==> config.mk <==
export PLATFORM = sky130hd
export DESIGN_NAME = rgb_pwm_driver
export DESIGN_NICKNAME = d
export VERILOG_FILES = /design/src/rtl/rgb_pkg.sv /design/src/rtl/rgb_pwm_driver_pwm_channel.sv /design/src/rtl/rgb_pwm_driver.sv
export SDC_FILE = /design/constraint.sdc
export NUM_CORES = 1
export LEC_CHECK = 0
export BUFFER_PORTS_ARGS = -buffer_cell sky130_fd_sc_hd__buf_4
export CORE_MARGIN = 5
export CORE_UTILIZATION = 58
export CTS_CLUSTER_DIAMETER = 80
export DETAILED_ROUTE_END_ITERATION = 10
export PLACE_DENSITY = 0.79
export SKIP_CTS_REPAIR_TIMING = 1
export SLEW_MARGIN = 20
export SYNTH_ARGS = -nofsm -noshare
export SYNTH_HDL_FRONTEND = slang
export SYNTH_SLANG_ARGS = --single-unit
==> constraint.sdc <==
create_clock -name clk -period 2.7 [get_ports clk]
set_clock_uncertainty 0.15 [all_clocks]
set_input_delay 0 -clock clk [delete_from_list [all_inputs] [get_ports clk]]
set_output_delay 0 -clock clk [all_outputs]
set_load 0.05 [all_outputs]
==> src/rtl/rgb_pkg.sv <==
// Shared types and constants for the RGB PWM output path.
package rgb_pkg;

  localparam int DEFAULT_PWM_BITS = 8;

  localparam logic [DEFAULT_PWM_BITS-1:0] DUTY_MAX = '1;

  typedef struct packed {
    logic [DEFAULT_PWM_BITS-1:0] red;
    logic [DEFAULT_PWM_BITS-1:0] green;
    logic [DEFAULT_PWM_BITS-1:0] blue;
  } color_t;

  localparam color_t COLOR_OFF   = '{red: '0,       green: '0,       blue: '0};
  localparam color_t COLOR_RED   = '{red: DUTY_MAX, green: '0,       blue: '0};
  localparam color_t COLOR_GREEN = '{red: '0,       green: DUTY_MAX, blue: '0};
  localparam color_t COLOR_BLUE  = '{red: '0,       green: '0,       blue: DUTY_MAX};
  localparam color_t COLOR_WHITE = '{red: DUTY_MAX, green: DUTY_MAX, blue: DUTY_MAX};

endpackage

==> src/rtl/rgb_pwm_driver_pwm_channel.sv <==
// One PWM pin: registered compare of the shared phase against this channel's duty.
module pwm_channel #(
  parameter int PWM_BITS = 8
) (
  input  logic                clk,
  input  logic                rst_n,
  input  logic [PWM_BITS-1:0] i_phase,
  input  logic [PWM_BITS-1:0] i_duty,
  input  logic                i_enable,
  output logic                o_pin
);

  logic r_pin;

  // NOTE: state registers use non-blocking assignment so every flop samples pre-edge values.
  always_ff @(posedge clk or negedge rst_n) begin
    if (!rst_n) r_pin <= 1'b0;
    else        r_pin <= i_enable && (i_phase < i_duty);
  end

  assign o_pin = r_pin;

endmodule

==> src/rtl/rgb_pwm_driver.sv <==
// RGB PWM driver: one-deep command slot, duties swapped only at PWM period boundaries.
module rgb_pwm_driver
  import rgb_pkg::*;
#(
  parameter int PWM_BITS = DEFAULT_PWM_BITS,
  parameter int PRESCALE = 12
) (
  input  logic                  clk,
  input  logic                  rst,
  input  logic                  cmd_valid,
  output logic                  cmd_ready,
  input  logic [3*PWM_BITS-1:0] cmd_color,
  input  logic                  enable,
  output logic [2:0]            rgb,
  output logic                  period_start
);

  localparam int                PS_W    = (PRESCALE > 1) ? $clog2(PRESCALE) : 1;
  localparam logic [PS_W-1:0]   PS_LAST = PS_W'(PRESCALE - 1);

  logic [PS_W-1:0]       r_presc;
  logic [PWM_BITS-1:0]   r_phase;
  logic [3*PWM_BITS-1:0] r_duty;
  logic [3*PWM_BITS-1:0] r_pend_color;
  logic                  r_pend_valid;
  logic                  r_period_start;

  logic w_tick;
  logic w_boundary;
  logic w_accept;

  assign w_tick     = (r_presc == PS_LAST);
  assign w_boundary = w_tick && (r_phase == '1);
  assign cmd_ready  = !r_pend_valid;
  assign w_accept   = cmd_valid && cmd_ready;

  always_ff @(posedge clk or negedge rst) begin
    if (!rst) begin
      r_presc <= '0;
      r_phase <= '0;
    end else if (w_tick) begin
      r_presc <= '0;
      r_phase <= r_phase + 1'b1;
    end else begin
      r_presc <= r_presc + 1'b1;
    end
  end

  // Swap and accept are exclusive: accept needs an empty slot, swap needs a full one.
  always_ff @(posedge clk or negedge rst) begin
    if (!rst) begin
      r_duty         <= '0;
      r_pend_color   <= '0;
      r_pend_valid   <= 1'b0;
      r_period_start <= 1'b0;
    end else begin
      r_period_start <= w_boundary;
      if (w_boundary && r_pend_valid) begin
        r_duty       <= r_pend_color;
        r_pend_valid <= 1'b0;
      end else if (w_accept) begin
        r_pend_color <= cmd_color;
        r_pend_valid <= 1'b1;
      end
    end
  end

  assign period_start = r_period_start;

  // Channel i takes duty slice i, so red (MSBs) lands on rgb[2].
  for (genvar i = 0; i < 3; i++) begin : g_chan
    pwm_channel #(.PWM_BITS(PWM_BITS)) u_chan (
      .clk      (clk),
      .rst_n    (rst),
      .i_phase  (r_phase),
      .i_duty   (r_duty[i*PWM_BITS +: PWM_BITS]),
      .i_enable (enable),
      .o_pin    (rgb[i])
    );
  end

endmodule

Word level (Yosys, flattened, before mapping) --
Cells that the tools add are included.
Storage, ports and cells: output and inout bits 5, logic and storage cells 29, register bits 65
Operators by class: magnitude comparators 3, equality and inequality tests 2, multiplexer cells 3, reduce and logical (&&, ||, !) cells 9, add/subtract/negate cells 2, bitwise operators 1
Operators by type and width (number):
- < comparator 8 bit | 3
- adder 8 x 1 -> 8 bit (second input constant) | 1
- == test 8 bit (second input constant) | 1
- logical AND 1 bit | 6
- adder 4 x 1 -> 4 bit (second input constant) | 1
- == test 4 bit (second input constant) | 1
- 2-to-1 mux 4 bit | 1
- 2-to-1 mux 1 bit | 2
- AND reduction 2 bit | 1
- nonzero test 2 bit | 1
- zero test 1 bit | 1
- NOT 1 bit | 1

Logic depth before layout (Yosys ltp) --
word-level depth 5, gate-level depth with buffers 5

Hierarchy --
A second synthesis with hierarchy kept.
Unflattened totals: cell total of the unflattened synthesis 233, area total of the unflattened synthesis 3031.7 µm²
By module, submodules not included:
- rgb_pwm_driver | cells an instance 152, area each 2399.8 µm², instances 1, sequential area each 1551.5 µm²
- pwm_channel at g_chan[0].u_chan ... | cells an instance 27, area each 209.0 µm², instances 2, sequential area each 25.0 µm²
- pwm_channel at g_chan[2].u_chan | cells an instance 27, area each 214.0 µm², instances 1, sequential area each 25.0 µm²

Least setup slack after synthesis --
Ideal clock, no wire load.
path type register -> register, from register r_presc[0], to register r_duty[10], stages on the path, launching flop included 6, data required time 2425 ps, library setup time 125 ps, clock period less this slack 2019 ps, data arrival time 1744 ps, path slack 681 ps, buffers on the path 1, cell sequence dfrtp_1 ha_1 nand4b_4 nor4_4 buf_6 mux2_2
On the way: word-level cells in the longest chain between the ends 3
Ends and longest elaborated chain:
- start, declared | line rgb_pwm_driver.sv:21 | logic [PS_W-1:0] r_presc;
- start signal, assigned | line rgb_pwm_driver.sv:45 | r_presc <= r_presc + 1'b1;
- == test 4 bit | line rgb_pwm_driver.sv:32 | assign w_tick = (r_presc == PS_LAST);
- logical AND 1 bit | line rgb_pwm_driver.sv:33 | assign w_boundary = w_tick && (r_phase == '1);
- logical AND 1 bit | line rgb_pwm_driver.sv:58 | if (w_boundary && r_pend_valid) begin
- end signal, assigned | line rgb_pwm_driver.sv:59 | r_duty <= r_pend_color;
- end, declared | line rgb_pwm_driver.sv:23 | logic [3*PWM_BITS-1:0] r_duty;
Every way passes these cells. A chain may end at the register's enable or synchronous reset.

Final worst setup path --
from register r_presc[0], to register r_duty[17]
The elaborated chain is that of the path after synthesis.

==> impl_metrics.json <==
{
  "cts_buffers": 9,
  "dr.pass1.iters": 4,
  "dominantRegCellSynth": "dfrtp_1",
  "area_delta_synth_final_pct": 24.0,
  "diodes": 0,
  "synth_seq_area_share": 0.538,
  "async_flop_share": 1.00,
  "num_vias": 1890,
  "power_density_nw_per_um2": 495,
  "fin_nets": 340,
  "arrival_ns": 2.12,
  "cpPeakStageDelay_ns": 0.37,
  "gr-usage-all-layers": 0.181,
  "comb_power_share": 0.065,
  "synth-edff-count": 0,
  "maxSlewHeadroom": 0.474,
  "cpMaxStageDelayCell": "dfrtp_1",
  "ys_warn_count": 0,
  "drt_iter0_markers": 39,
  "placed_cells": 321,
  "fin_ws_ns": 0.652,
  "crit_buf_inv": 1,
  "finalWirelength_um": 5550,
  "grt_max_degree": 66,
  "min_path_type": "in -> async",
  "path_cells": "ha_1 -> nand4b_4 -> nor4_4 -> buf_4 -> mux2_2",
  "synthMuxAreaShare": 0.186,
  "grt_pass1_vias": 1925,
  "yosysMostFrequentCell": "dfrtp_1",
  "yosys-top-cells-count": "dfrtp_1 (65), mux2_2 (49), ha_1 (23)",
  "cts.sinks": 65,
  "cp-startpoint": "r_presc[0]$_DFF_PN0_",
  "outcome": "complete, no violations",
  "port_buffers": 32,
  "crit_end": "r_duty[17]$_DFFE_PN0P_",
  "synth_cells": 224,
  "core_sq_um": 5070,
  "rows": 26,
  "start_kind": "flop",
  "reg2reg_to": "r_duty[17]$_DFFE_PN0P_",
  "instances_no_fill": 362,
  "vias_per_cell": 5.22,
  "cts.clk_slew.worst_paths_ns": 0.06,
  "path_delay_family": "simple AND/OR/NAND/NOR gates",
  "path_class": "reg -> reg",
  "die_h_um": 82.2,
  "fmax_mhz": 488,
  "root_buffer": "clkbuf_8",
  "start_util": 0.596,
  "synthTopCellsByArea": "dfrtp_1 (54%), mux2_2 (18%), ha_1 (9.5%)",
  "routedWlPerCell_um": 15.3,
  "h-tree-depth": 3,
  "clkPwrFrac": 0.377,
  "synth_simple_gate_area_share": 0.0616,
  "synth_top_cell_area_share": 0.538,
  "dieArea_sq_um": 6760,
  "drive_above_1_share": 0.336,
  "p_sw_frac": 0.209,
  "setup-tns-final_ns": 0,
  "gp_congestion": 0.803,
  "critical_path.endpoint_type": "flop",
  "clockBufferDepth": 2,
  "yosysTopAreaCell": "dfrtp_1",
  "fin_crit_sh": 0.758,
  "cts_tree": "built",
  "min_period_ns": 2.05,
  "synth_fp_nets": 275,
  "setup_violations": 0,
  "die_w_um": 82.2,
  "ir_worst_vdd_v": 0.000480,
  "finalHoldViolations": 0,
  "place_ws_ns": 0.667,
  "synth.distinct_cells": 27,
  "drc": 0,
  "synth_top_family_by_area": "multiplexers",
  "ys_ff_latch": 65,
  "netlist_area_sq_um": 3030,
  "grt_remaining_overflow": 0,
  "syn_avg_cell_area_sq_um": 13.5,
  "power.internal_w": 0.00147,
  "ant_nets": 0,
  "clk_latency_ns": 0.34,
  "worst_slew_pin_slew_ns": 0.790,
  "grt_setup_unrepaired": "false",
  "p_leak_nw": 1.80,
  "rrSetupSlack_ns": 0.65,
  "dp_hpwl_um": 3740,
  "cp.depth": 5,
  "synth_fa_ha_area_frac": 0.0951,
  "seq_power_share": 0.558,
  "worst-r2r-cell-count": 5,
  "place_area_sq_um": 3320,
  "maxSlewViolCount": 0,
  "cap_viol_max_count": 0,
  "crit_fanout": 12,
  "synth_compound_area_frac": 0.0496,
  "final_area_sq_um": 3750,
  "crit_required_ns": 2.77,
  "antenna_found_initial": 0,
  "synthXorXnorAreaFrac": 0.0232,
  "holdWs_ns": 0.139,
  "p_sw_w": 0.000388,
  "io_pins": 33,
  "regToRegStartpoint": "r_presc[0]$_DFF_PN0_",
  "grt_first_pass_wirelength_um": 8800
}
==> logic make-up after synthesis <==
family,after synthesis
flops,65
mux,50
buf+inv,30
simple gates,29
fa+ha+maj,23
compound gates,19
xor+xnor,8
==> per-stage QoR <==
step / total power, W / util
floorplan: 0.00108 / -
global placement: 0.00114 / 0.654
detailed placement: 0.00115 / 0.654
CTS: 0.00184 / 0.686
global route: 0.00194 / 0.739
finish: 0.00186 / 0.739
==> worst reg2reg max path, cell delays in order (launching register included) <==
cell	delay (ns)
dfrtp_1	0.37
ha_1	0.28
nand4b_4	0.19
nor4_4	0.31
buf_4	0.26
mux2_2	0.37
==> flip-flops by register name, indices dropped and copies added (netlist names) <==
name,cells
r_presc,4
g_chan.u_chan.o_pin,3
r_phase,8
r_pend_valid,1
r_pend_color,24
r_duty,24
period_start,1
==> layout by cell type (no fill, tap or decap), types with 4 or more instances in the layout <==
cell type and n:
ha_1 23, clkbuf_8 11, xor2_1 6, dlygate4sd3_1 27, dfrtp_1 65, nor3_1 4
nor2_1 6, buf_4 35, inv_1 22, mux2_2 49, a21o_1 4, nand2_1 6
nor3b_1 4
==> layer usage <==
metal | vias up | part of all wire | track usage
met2 | 33 | 0.51 | 0.295
li1 | 912 | - | -
met5 | - | 0 | 0
met1 | 930 | 0.42 | 0.211
met3 | 15 | 0.041 | 0.0618
met4 | 0 | 0.025 | 0.0914
==> power by group through the flow <==
stage	combinational [W]	clock [W]	sequential, W
after global placement	0.0000863	0	0.00105
after detailed placement	0.0000905	0	0.00106
after CTS	0.0000905	0.000716	0.00104
after global routing	0.000135	0.000766	0.00104
after floorplan	0.0000377	0	0.00105
final	0.000121	0.000700	0.00104
==> layout make-up <==
cell class,instances,area [sq um]
flip-flops and latches,65,1630
clock buffers,14,163
fillers,369,1320
well taps,70,87.6
inverters,22,82.6
multi-input cells,129,1260
repair buffers,62,533
==> worst min-delay path by stage <==
stage                     start                               end  slack, ns
after floorplan             rst  g_chan[0].u_chan.o_pin$_DFF_PN0_      -0.45
after global placement      rst      r_pend_color[21]$_DFFE_PN0P_      -0.01
after detailed placement    rst      r_pend_color[22]$_DFFE_PN0P_      -0.01
after CTS                   rst            r_duty[22]$_DFFE_PN0P_      -0.38
after global routing        rst      r_pend_color[22]$_DFFE_PN0P_       0.24
final                       rst      r_pend_color[21]$_DFFE_PN0P_       0.14
Note: power is estimated with default switching activity, not from simulation.
